<file path="src/rtl/vector_writeback_assembler_pkg.sv">
// -----------------------------------------------------------------------------
// vector_writeback_assembler_pkg
// Shared constants, FSM state type and lane-slice helper for the vector
// writeback assembler and its gather lane buffer.
// -----------------------------------------------------------------------------
package vector_writeback_assembler_pkg;

  localparam int NUM_LANES      = 16;
  localparam int LANE_WIDTH     = 32;
  localparam int REG_IDX_WIDTH  = 7;
  localparam int LANE_IDX_WIDTH = $clog2(NUM_LANES);
  localparam int VEC_WIDTH      = NUM_LANES * LANE_WIDTH;

  typedef enum logic [1:0] {
    IDLE    = 2'd0,
    COLLECT = 2'd1,
    FLUSH   = 2'd2
  } state_t;

  // Bit offset of lane n inside a full-width vector.
  function automatic int unsigned lane_offset(input int unsigned lane);
    return lane * LANE_WIDTH;
  endfunction

endpackage

</file>
<file path="src/rtl/vector_writeback_assembler_if.sv">
// -----------------------------------------------------------------------------
// vector_writeback_assembler_if
// Bundles the gather control, lane delivery, ALU writeback and register file
// write port of the vector writeback assembler.
//   master : the environment (execute/memory stages + register file observer)
//   slave  : the assembler itself
// -----------------------------------------------------------------------------
interface vector_writeback_assembler_if;
  import vector_writeback_assembler_pkg::*;

  // gather control
  logic                      start_i;
  logic [REG_IDX_WIDTH-1:0]  dest_reg_i;
  logic [NUM_LANES-1:0]      lane_mask_i;
  logic                      busy_o;
  // lane delivery
  logic                      lane_valid_i;
  logic [LANE_IDX_WIDTH-1:0] lane_index_i;
  logic [LANE_WIDTH-1:0]     lane_data_i;
  logic                      lane_ready_o;
  // ALU writeback
  logic                      full_valid_i;
  logic [REG_IDX_WIDTH-1:0]  full_reg_i;
  logic [VEC_WIDTH-1:0]      full_value_i;
  logic [NUM_LANES-1:0]      full_mask_i;
  // register file write port
  logic                      write_en_o;
  logic [REG_IDX_WIDTH-1:0]  write_reg_o;
  logic [VEC_WIDTH-1:0]      write_value_o;
  logic [NUM_LANES-1:0]      write_mask_o;
  logic                      gather_done_o;
  logic                      lane_err_o;

  modport master (
    output start_i, dest_reg_i, lane_mask_i,
    output lane_valid_i, lane_index_i, lane_data_i,
    output full_valid_i, full_reg_i, full_value_i, full_mask_i,
    input  busy_o, lane_ready_o,
    input  write_en_o, write_reg_o, write_value_o, write_mask_o,
    input  gather_done_o, lane_err_o
  );

  modport slave (
    input  start_i, dest_reg_i, lane_mask_i,
    input  lane_valid_i, lane_index_i, lane_data_i,
    input  full_valid_i, full_reg_i, full_value_i, full_mask_i,
    output busy_o, lane_ready_o,
    output write_en_o, write_reg_o, write_value_o, write_mask_o,
    output gather_done_o, lane_err_o
  );

endinterface

</file>
<file path="src/rtl/vector_writeback_assembler_gather_lane_buffer.sv">
// -----------------------------------------------------------------------------
// gather_lane_buffer
// Staging storage for one gather: per-lane data slots, received bits and the
// latched lane mask.
//   clk, reset      : clock, synchronous active-high reset
//   clear_i         : latch mask_i, zero all slots and received bits
//   mask_i          : lane mask to latch on clear
//   wr_en_i         : a lane result is accepted this cycle
//   wr_idx_i        : lane number of the accepted result
//   wr_data_i       : lane result
//   mask_o          : latched mask
//   in_mask_o       : wr_idx_i is a lane of the latched mask
//   all_received_o  : received bits, including this cycle's write, equal mask
//   data_o          : staged vector, lanes outside the mask forced to zero
// -----------------------------------------------------------------------------
module gather_lane_buffer
  import vector_writeback_assembler_pkg::*;
(
  input  logic                      clk,
  input  logic                      reset,
  input  logic                      clear_i,
  input  logic [NUM_LANES-1:0]      mask_i,
  input  logic                      wr_en_i,
  input  logic [LANE_IDX_WIDTH-1:0] wr_idx_i,
  input  logic [LANE_WIDTH-1:0]     wr_data_i,
  output logic [NUM_LANES-1:0]      mask_o,
  output logic                      in_mask_o,
  output logic                      all_received_o,
  output logic [VEC_WIDTH-1:0]      data_o
);

  logic [NUM_LANES-1:0] mask_q;
  logic [NUM_LANES-1:0] received_q;
  logic [NUM_LANES-1:0] hit;

  // Only lanes inside the mask may touch storage; stray lanes are dropped.
  assign hit            = wr_en_i ? ((NUM_LANES'(1) << wr_idx_i) & mask_q) : '0;
  assign in_mask_o      = mask_q[wr_idx_i];
  assign all_received_o = ((received_q | hit) == mask_q);
  assign mask_o         = mask_q;

  always_ff @(posedge clk) begin
    if (reset) begin
      mask_q     <= '0;
      received_q <= '0;
    end else if (clear_i) begin
      mask_q     <= mask_i;
      received_q <= '0;
    end else begin
      received_q <= received_q | hit;
    end
  end

  generate
    for (genvar gi = 0; gi < NUM_LANES; gi++) begin : g_lane
      logic [LANE_WIDTH-1:0] slot_q;

      // Duplicates simply overwrite the slot.
      always_ff @(posedge clk) begin
        if (reset || clear_i) begin
          slot_q <= '0;
        end else if (hit[gi]) begin
          slot_q <= wr_data_i;
        end
      end

      assign data_o[lane_offset(gi) +: LANE_WIDTH] = mask_q[gi] ? slot_q : '0;
    end
  endgenerate

endmodule

</file>
<file path="src/rtl/vector_writeback_assembler.sv">
// -----------------------------------------------------------------------------
// vector_writeback_assembler
// Producer side of the vector register file's masked write port. Collects
// gather-load lane results into a staging buffer and issues one masked write
// once every requested lane has arrived; full-width ALU writebacks share the
// port and always win it.
//   clk   : clock
//   reset : synchronous active-high reset
//   bus   : slave modport of vector_writeback_assembler_if carrying gather
//           control, lane delivery, ALU writeback and the registered write
//           port (write_*, gather_done_o, lane_err_o, busy_o, lane_ready_o)
// -----------------------------------------------------------------------------
module vector_writeback_assembler
  import vector_writeback_assembler_pkg::*;
(
  input logic                         clk,
  input logic                         reset,
  vector_writeback_assembler_if.slave bus
);

  state_t                   state_q, state_d;
  logic [REG_IDX_WIDTH-1:0] dest_reg_q, dest_reg_d;

  logic                     write_en_q, write_en_d;
  logic [REG_IDX_WIDTH-1:0] write_reg_q, write_reg_d;
  logic [VEC_WIDTH-1:0]     write_value_q, write_value_d;
  logic [NUM_LANES-1:0]     write_mask_q, write_mask_d;
  logic                     done_q, done_d;
  logic                     err_q, err_d;
  logic                     busy_q, ready_q;

  logic                     buf_clear;
  logic                     lane_accept;
  logic                     lane_in_mask;
  logic                     all_received;
  logic                     gather_fire;
  logic [NUM_LANES-1:0]     buf_mask;
  logic [VEC_WIDTH-1:0]     buf_data;

  // ready_q mirrors state_q == COLLECT, so this is the lane handshake.
  assign lane_accept = (state_q == COLLECT) && bus.lane_valid_i;

  gather_lane_buffer u_buffer (
    .clk            (clk),
    .reset          (reset),
    .clear_i        (buf_clear),
    .mask_i         (bus.lane_mask_i),
    .wr_en_i        (lane_accept),
    .wr_idx_i       (bus.lane_index_i),
    .wr_data_i      (bus.lane_data_i),
    .mask_o         (buf_mask),
    .in_mask_o      (lane_in_mask),
    .all_received_o (all_received),
    .data_o         (buf_data)
  );

  always_comb begin
    state_d     = state_q;
    dest_reg_d  = dest_reg_q;
    buf_clear   = 1'b0;
    gather_fire = 1'b0;
    done_d      = 1'b0;
    err_d       = 1'b0;

    case (state_q)
      IDLE: begin
        if (bus.start_i) begin
          if (bus.lane_mask_i != '0) begin
            buf_clear  = 1'b1;
            dest_reg_d = bus.dest_reg_i;
            state_d    = COLLECT;
          end else begin
            // Empty gather completes immediately without touching the port.
            done_d = 1'b1;
          end
        end
      end
      COLLECT: begin
        if (lane_accept) begin
          if (!lane_in_mask) begin
            err_d = 1'b1;
          end else if (all_received) begin
            state_d = FLUSH;
          end
        end
      end
      FLUSH: begin
        // The gather waits here for as long as the ALU keeps the port busy.
        if (!bus.full_valid_i) begin
          gather_fire = 1'b1;
          done_d      = 1'b1;
          state_d     = IDLE;
        end
      end
      default: state_d = IDLE;
    endcase

    // Write port mux; data fields hold when nothing is written.
    write_en_d    = 1'b0;
    write_reg_d   = write_reg_q;
    write_value_d = write_value_q;
    write_mask_d  = write_mask_q;
    if (bus.full_valid_i) begin
      write_en_d    = 1'b1;
      write_reg_d   = bus.full_reg_i;
      write_value_d = bus.full_value_i;
      write_mask_d  = bus.full_mask_i;
    end else if (gather_fire) begin
      write_en_d    = 1'b1;
      write_reg_d   = dest_reg_q;
      write_value_d = buf_data;
      write_mask_d  = buf_mask;
    end
  end

  always_ff @(posedge clk) begin
    if (reset) begin
      state_q       <= IDLE;
      dest_reg_q    <= '0;
      write_en_q    <= 1'b0;
      write_reg_q   <= '0;
      write_value_q <= '0;
      write_mask_q  <= '0;
      done_q        <= 1'b0;
      err_q         <= 1'b0;
      busy_q        <= 1'b0;
      ready_q       <= 1'b0;
    end else begin
      state_q       <= state_d;
      dest_reg_q    <= dest_reg_d;
      write_en_q    <= write_en_d;
      write_reg_q   <= write_reg_d;
      write_value_q <= write_value_d;
      write_mask_q  <= write_mask_d;
      done_q        <= done_d;
      err_q         <= err_d;
      // Registered from the next state so they line up with state_q.
      busy_q        <= (state_d != IDLE);
      ready_q       <= (state_d == COLLECT);
    end
  end

  assign bus.write_en_o    = write_en_q;
  assign bus.write_reg_o   = write_reg_q;
  assign bus.write_value_o = write_value_q;
  assign bus.write_mask_o  = write_mask_q;
  assign bus.gather_done_o = done_q;
  assign bus.lane_err_o    = err_q;
  assign bus.busy_o        = busy_q;
  assign bus.lane_ready_o  = ready_q;

endmodule

</file>
<file path="src/flat_wrapper.sv">
// flat-port wrapper written by rule: the top's interface ports become plain ports
module vector_writeback_assembler_flat import vector_writeback_assembler_pkg::*;
  (clk, reset, bus_start_i, bus_dest_reg_i, bus_lane_mask_i, bus_lane_valid_i, bus_lane_index_i, bus_lane_data_i, bus_full_valid_i, bus_full_reg_i, bus_full_value_i, bus_full_mask_i, bus_busy_o, bus_lane_ready_o, bus_write_en_o, bus_write_reg_o, bus_write_value_o, bus_write_mask_o, bus_gather_done_o, bus_lane_err_o);
  vector_writeback_assembler_if bus_i ();
  input logic clk;
  input logic reset;
  input wire logic [$bits(bus_i.start_i)-1:0] bus_start_i;
  input wire logic [$bits(bus_i.dest_reg_i)-1:0] bus_dest_reg_i;
  input wire logic [$bits(bus_i.lane_mask_i)-1:0] bus_lane_mask_i;
  input wire logic [$bits(bus_i.lane_valid_i)-1:0] bus_lane_valid_i;
  input wire logic [$bits(bus_i.lane_index_i)-1:0] bus_lane_index_i;
  input wire logic [$bits(bus_i.lane_data_i)-1:0] bus_lane_data_i;
  input wire logic [$bits(bus_i.full_valid_i)-1:0] bus_full_valid_i;
  input wire logic [$bits(bus_i.full_reg_i)-1:0] bus_full_reg_i;
  input wire logic [$bits(bus_i.full_value_i)-1:0] bus_full_value_i;
  input wire logic [$bits(bus_i.full_mask_i)-1:0] bus_full_mask_i;
  output wire logic [$bits(bus_i.busy_o)-1:0] bus_busy_o;
  output wire logic [$bits(bus_i.lane_ready_o)-1:0] bus_lane_ready_o;
  output wire logic [$bits(bus_i.write_en_o)-1:0] bus_write_en_o;
  output wire logic [$bits(bus_i.write_reg_o)-1:0] bus_write_reg_o;
  output wire logic [$bits(bus_i.write_value_o)-1:0] bus_write_value_o;
  output wire logic [$bits(bus_i.write_mask_o)-1:0] bus_write_mask_o;
  output wire logic [$bits(bus_i.gather_done_o)-1:0] bus_gather_done_o;
  output wire logic [$bits(bus_i.lane_err_o)-1:0] bus_lane_err_o;
  assign bus_i.start_i = bus_start_i;
  assign bus_i.dest_reg_i = bus_dest_reg_i;
  assign bus_i.lane_mask_i = bus_lane_mask_i;
  assign bus_i.lane_valid_i = bus_lane_valid_i;
  assign bus_i.lane_index_i = bus_lane_index_i;
  assign bus_i.lane_data_i = bus_lane_data_i;
  assign bus_i.full_valid_i = bus_full_valid_i;
  assign bus_i.full_reg_i = bus_full_reg_i;
  assign bus_i.full_value_i = bus_full_value_i;
  assign bus_i.full_mask_i = bus_full_mask_i;
  assign bus_busy_o = bus_i.busy_o;
  assign bus_lane_ready_o = bus_i.lane_ready_o;
  assign bus_write_en_o = bus_i.write_en_o;
  assign bus_write_reg_o = bus_i.write_reg_o;
  assign bus_write_value_o = bus_i.write_value_o;
  assign bus_write_mask_o = bus_i.write_mask_o;
  assign bus_gather_done_o = bus_i.gather_done_o;
  assign bus_lane_err_o = bus_i.lane_err_o;
  vector_writeback_assembler u_core (.clk(clk), .reset(reset), .bus(bus_i));
endmodule
</file>
<file path="config.mk">
export PLATFORM = sky130hd
export DESIGN_NAME = vector_writeback_assembler_flat
export DESIGN_NICKNAME = d
export VERILOG_FILES = /design/src/rtl/vector_writeback_assembler_pkg.sv /design/src/rtl/vector_writeback_assembler_if.sv /design/src/rtl/vector_writeback_assembler_gather_lane_buffer.sv /design/src/rtl/vector_writeback_assembler.sv /design/src/flat_wrapper.sv
export SDC_FILE = /design/constraint.sdc
export NUM_CORES = 2
export LEC_CHECK = 0
export CAP_MARGIN = 5
export CORE_AREA = 8 8 434 436
export DETAILED_ROUTE_END_ITERATION = 8
export DIE_AREA = 0 0 442 444
export GPL_TIMING_DRIVEN = 0
export PLACE_DENSITY = 0.54
export SYNTH_ARGS = -nofsm -noshare
export SYNTH_HDL_FRONTEND = slang
export SYNTH_HIERARCHICAL = 1
export SYNTH_SLANG_ARGS = --single-unit
</file>
<file path="constraint.sdc">
create_clock -name clk -period 6.15 [get_ports clk]
set_clock_uncertainty 0.2 [all_clocks]
set_input_delay 0.615 -clock clk [delete_from_list [all_inputs] [get_ports clk]]
set_output_delay 0.615 -clock clk [all_outputs]
set_load 0.005 [all_outputs]
</file>
==> impl_metrics.json <==
{
  "netlist_instances": 5494,
  "initial_core_util_pct": 26.3,
  "path_buf_inv": 6,
  "crit_slowest_cell": "clkbuf_1",
  "r2r_end": "u_core/u_buffer/g_lane[6].slot_q[31]",
  "hold_depth": 3,
  "arrival_ns": 5.30,
  "port-buffer-count": 1102,
  "area_growth_pct": 38.9,
  "r2r-start": "u_core/state_q[1]",
  "dp_slack_ns": 0.254,
  "fp.dieArea_um2": 196000,
  "yosysWarnings": 6,
  "drtAntennaViolNets": 0,
  "viasPerCell": 4.85,
  "fp.dieH_um": 444,
  "drive_gt1_share_pct": 9.66,
  "wl_per_cell_um": 27.5,
  "synth-edff-count": 0,
  "start_kind": "input port",
  "gp_congestion": 0.914,
  "ys.flop_type": "dfxtp_1",
  "grt_pass1_vias": 44900,
  "hold_viol": 0,
  "drtPass1Iterations": 6,
  "root_buffer": "clkbuf_16",
  "synth_seq_cells": 1093,
  "slew_viol_final": 0,
  "powerDensity_nw_per_um2": 269,
  "setup_ws_ns": 1.27,
  "leakagePower_uw": 0.0244,
  "postSynthAreaPerCell_um2": 8.68,
  "hold_path_end": "u_core/u_buffer/g_lane[10].slot_q[31]",
  "ios": 1139,
  "maxCapViolCount": 0,
  "cts_max_level": 4,
  "setup-tns-final_ns": 0,
  "grt_usage_pct": 24.5,
  "num_vias": 44900,
  "drt_wl_total_um": 254000,
  "antenna_found_initial": 63,
  "insertion_delay_ns": 0.81,
  "crit_family": "buffers and inverters",
  "layout_worst_path_cycle_share_pct": 79.4,
  "grt_overflow_total": 0,
  "async_flop_share_pct": 0,
  "cp_max_fo": 10,
  "vdd_ir_drop_max_mv": 0.179,
  "first_iter_violations": 3360,
  "core-area_um2": 182000,
  "hold_class": "in2reg",
  "clkSinkCount": 1093,
  "final_nets": 7333,
  "cts_max_path_buffers": 3,
  "hpwl_um": 198000,
  "setup-violations-final": 0,
  "cp-end-kind": "flip-flop",
  "slew_headroom_pct": 9.36,
  "tightest_slew_ns": 1.36,
  "reg2reg_slack_ns": 1.79,
  "syn-num-nets": 6093,
  "crit_type": "in2reg",
  "rsz0062_at_grt": "no",
  "min_from": "bus_lane_data_i[31]",
  "numCtsBuffers": 132,
  "cts_tree": "done",
  "outcome": "completed",
  "fp.dieW_um": 442,
  "reg2reg_depth": 8,
  "cp_common_cell": "clkbuf_1",
  "grt_max_degree": 17,
  "postCtsSetupBuffers": 0,
  "netlist_area_um2": 47700,
  "layout_min_cycle_time_ns": 4.88,
  "path_cells": "clkdlybuf4s50_1 -> nor4_1 -> and4_1 -> or4b_4 -> inv_2 -> buf_2 -> or2_2 -> clkbuf_1 -> clkbuf_1 -> clkbuf_1 -> a21oi_1",
  "ys_seq_area_share_pct": 45.9,
  "max_freq_mhz": 205,
  "crit_required_ns": 6.57,
  "drc": 0,
  "critical_path.max_stage_delay_ns": 0.92,
  "grt_pass1_wl_um": 348000,
  "ys_types": 39,
  "clkTransAtPathRegs_ns": 0.06,
  "rows": 157
}
cell type report:
cell class	instances	area, um2
Tap cell	2385	2980
Clock buffer	194	3880
Fill cell	18800	115000
Antenna cell	32	80.1
Clock inverter	35	504
Buffer	552	2610
Timing Repair Buffer	1106	11100
Sequential cell	1093	21900
Multi-Input combinational cell	3839	23200
Inverter	10	37.5
cells in the mapped netlist, drive strengths merged, types with 17 or more instances:
cell    count  share of area [%]
dfxtp    1093                 46
nand2    1026                8.1
nor2      573                4.5
mux2i     558                 12
a211oi    537                 10
a21oi     523                5.5
and2      514                6.7
clkbuf    300                2.4
buf       252                3.0
nand2b     23               0.30
and3       18               0.24
nand3      17               0.18
how the worst max path moves through the flow:
stage	start	depth (start not counted)	end
floorplan	bus_lane_mask_i[5]	10	u_core/u_buffer/g_lane[0].slot_q[24]
global placement	bus_lane_mask_i[5]	11	u_core/u_buffer/g_lane[6].slot_q[31]
detailed placement	bus_lane_mask_i[5]	11	u_core/u_buffer/g_lane[8].slot_q[31]
CTS	bus_lane_mask_i[5]	11	u_core/u_buffer/g_lane[8].slot_q[31]
global route	bus_lane_mask_i[5]	11	u_core/u_buffer/g_lane[7].slot_q[31]
finish	bus_lane_mask_i[5]	11	u_core/u_buffer/g_lane[6].slot_q[31]
cell families (layout without fill, tap and decap cells):
group | after synthesis | count (layout) | share of synthesized area, %
AND/OR/NAND/NOR | 2202 | 2202 | 20.5
multiplexers | 563 | 563 | 11.9
flip-flops | 1093 | 1093 | 45.9
AO/OA/AOI/OAI | 1074 | 1074 | 16.2
other | 0 | 32 | 0
buffers and inverters | 562 | 1897 | 5.47
registers in the layout, indices dropped and copies added, names as in the netlist, 2 cells and up:
| signal | flops |
|---|---|
| u_core/bus.write_mask_o | 16 |
| u_core/bus.write_value_o | 512 |
| u_core/dest_reg_q | 7 |
| u_core/bus.write_reg_o | 7 |
| u_core/state_q | 2 |
| u_core/u_buffer/g_lane.slot_q | 512 |
| u_core/u_buffer/received_q | 16 |
| u_core/u_buffer/mask_o | 16 |
power breakdown:
| part | internal [uW] | switching, uW |
|---|---|---|
| registers | 7320 | 159 |
| logic | 1100 | 1280 |
| clock network | 4650 | 3350 |
| total | 13100 | 4790 |
metrics by stage:
stage	cell area, um2	utilization [%]	instances	power [uW]	hold slack (ns)
after floorplan	47700	-	5494	8530	0.227
after global placement	61700	34.0	8981	9990	0.237
after detailed placement	61800	34.0	8984	10000	0.242
after CTS	66200	36.4	9214	18000	0.129
after global routing	66200	36.5	9237	18400	0.170
final	66300	36.5	9246	17900	0.198
tightest hold or removal path: stages:
cell and delay, ns:
clkbuf_1 0.31, nand2_1 0.15, a21oi_1 0.06
cell usage in the layout, fill, tap and decap left out, drive strengths merged, types with 6 or more instances in the layout:
| cell | instances |
|---|---|
| clkbuf | 494 |
| and3 | 18 |
| buf | 255 |
| clkinv | 19 |
| a211oi | 537 |
| nor2 | 573 |
| bufinv | 6 |
| inv | 18 |
| dfxtp | 1093 |
| nand2 | 1026 |
| nand2b | 23 |
| a21oi | 523 |
| clkdlybuf4s50 | 1102 |
| nand3 | 17 |
| mux2i | 558 |
| diode | 32 |
| nor2b | 13 |
| and2 | 514 |
routing by layer:
layer / vias up / track usage, % / wire [um]
li1: 21000 / - / -
met1: 21700 / 28.6 / 101000
met2: 1757 / 43.9 / 127000
met3: 416 / 5.34 / 15800
met4: 16 / 9.00 / 9900
met5: - / 0 / 106
repair_timing:
item	in CTS	in global routing
resized for setup	0	0
hold buffers	1	0
setup endpoints to repair	0	0
hold endpoints to repair	6	0
Power figures use the tool's default switching activity.
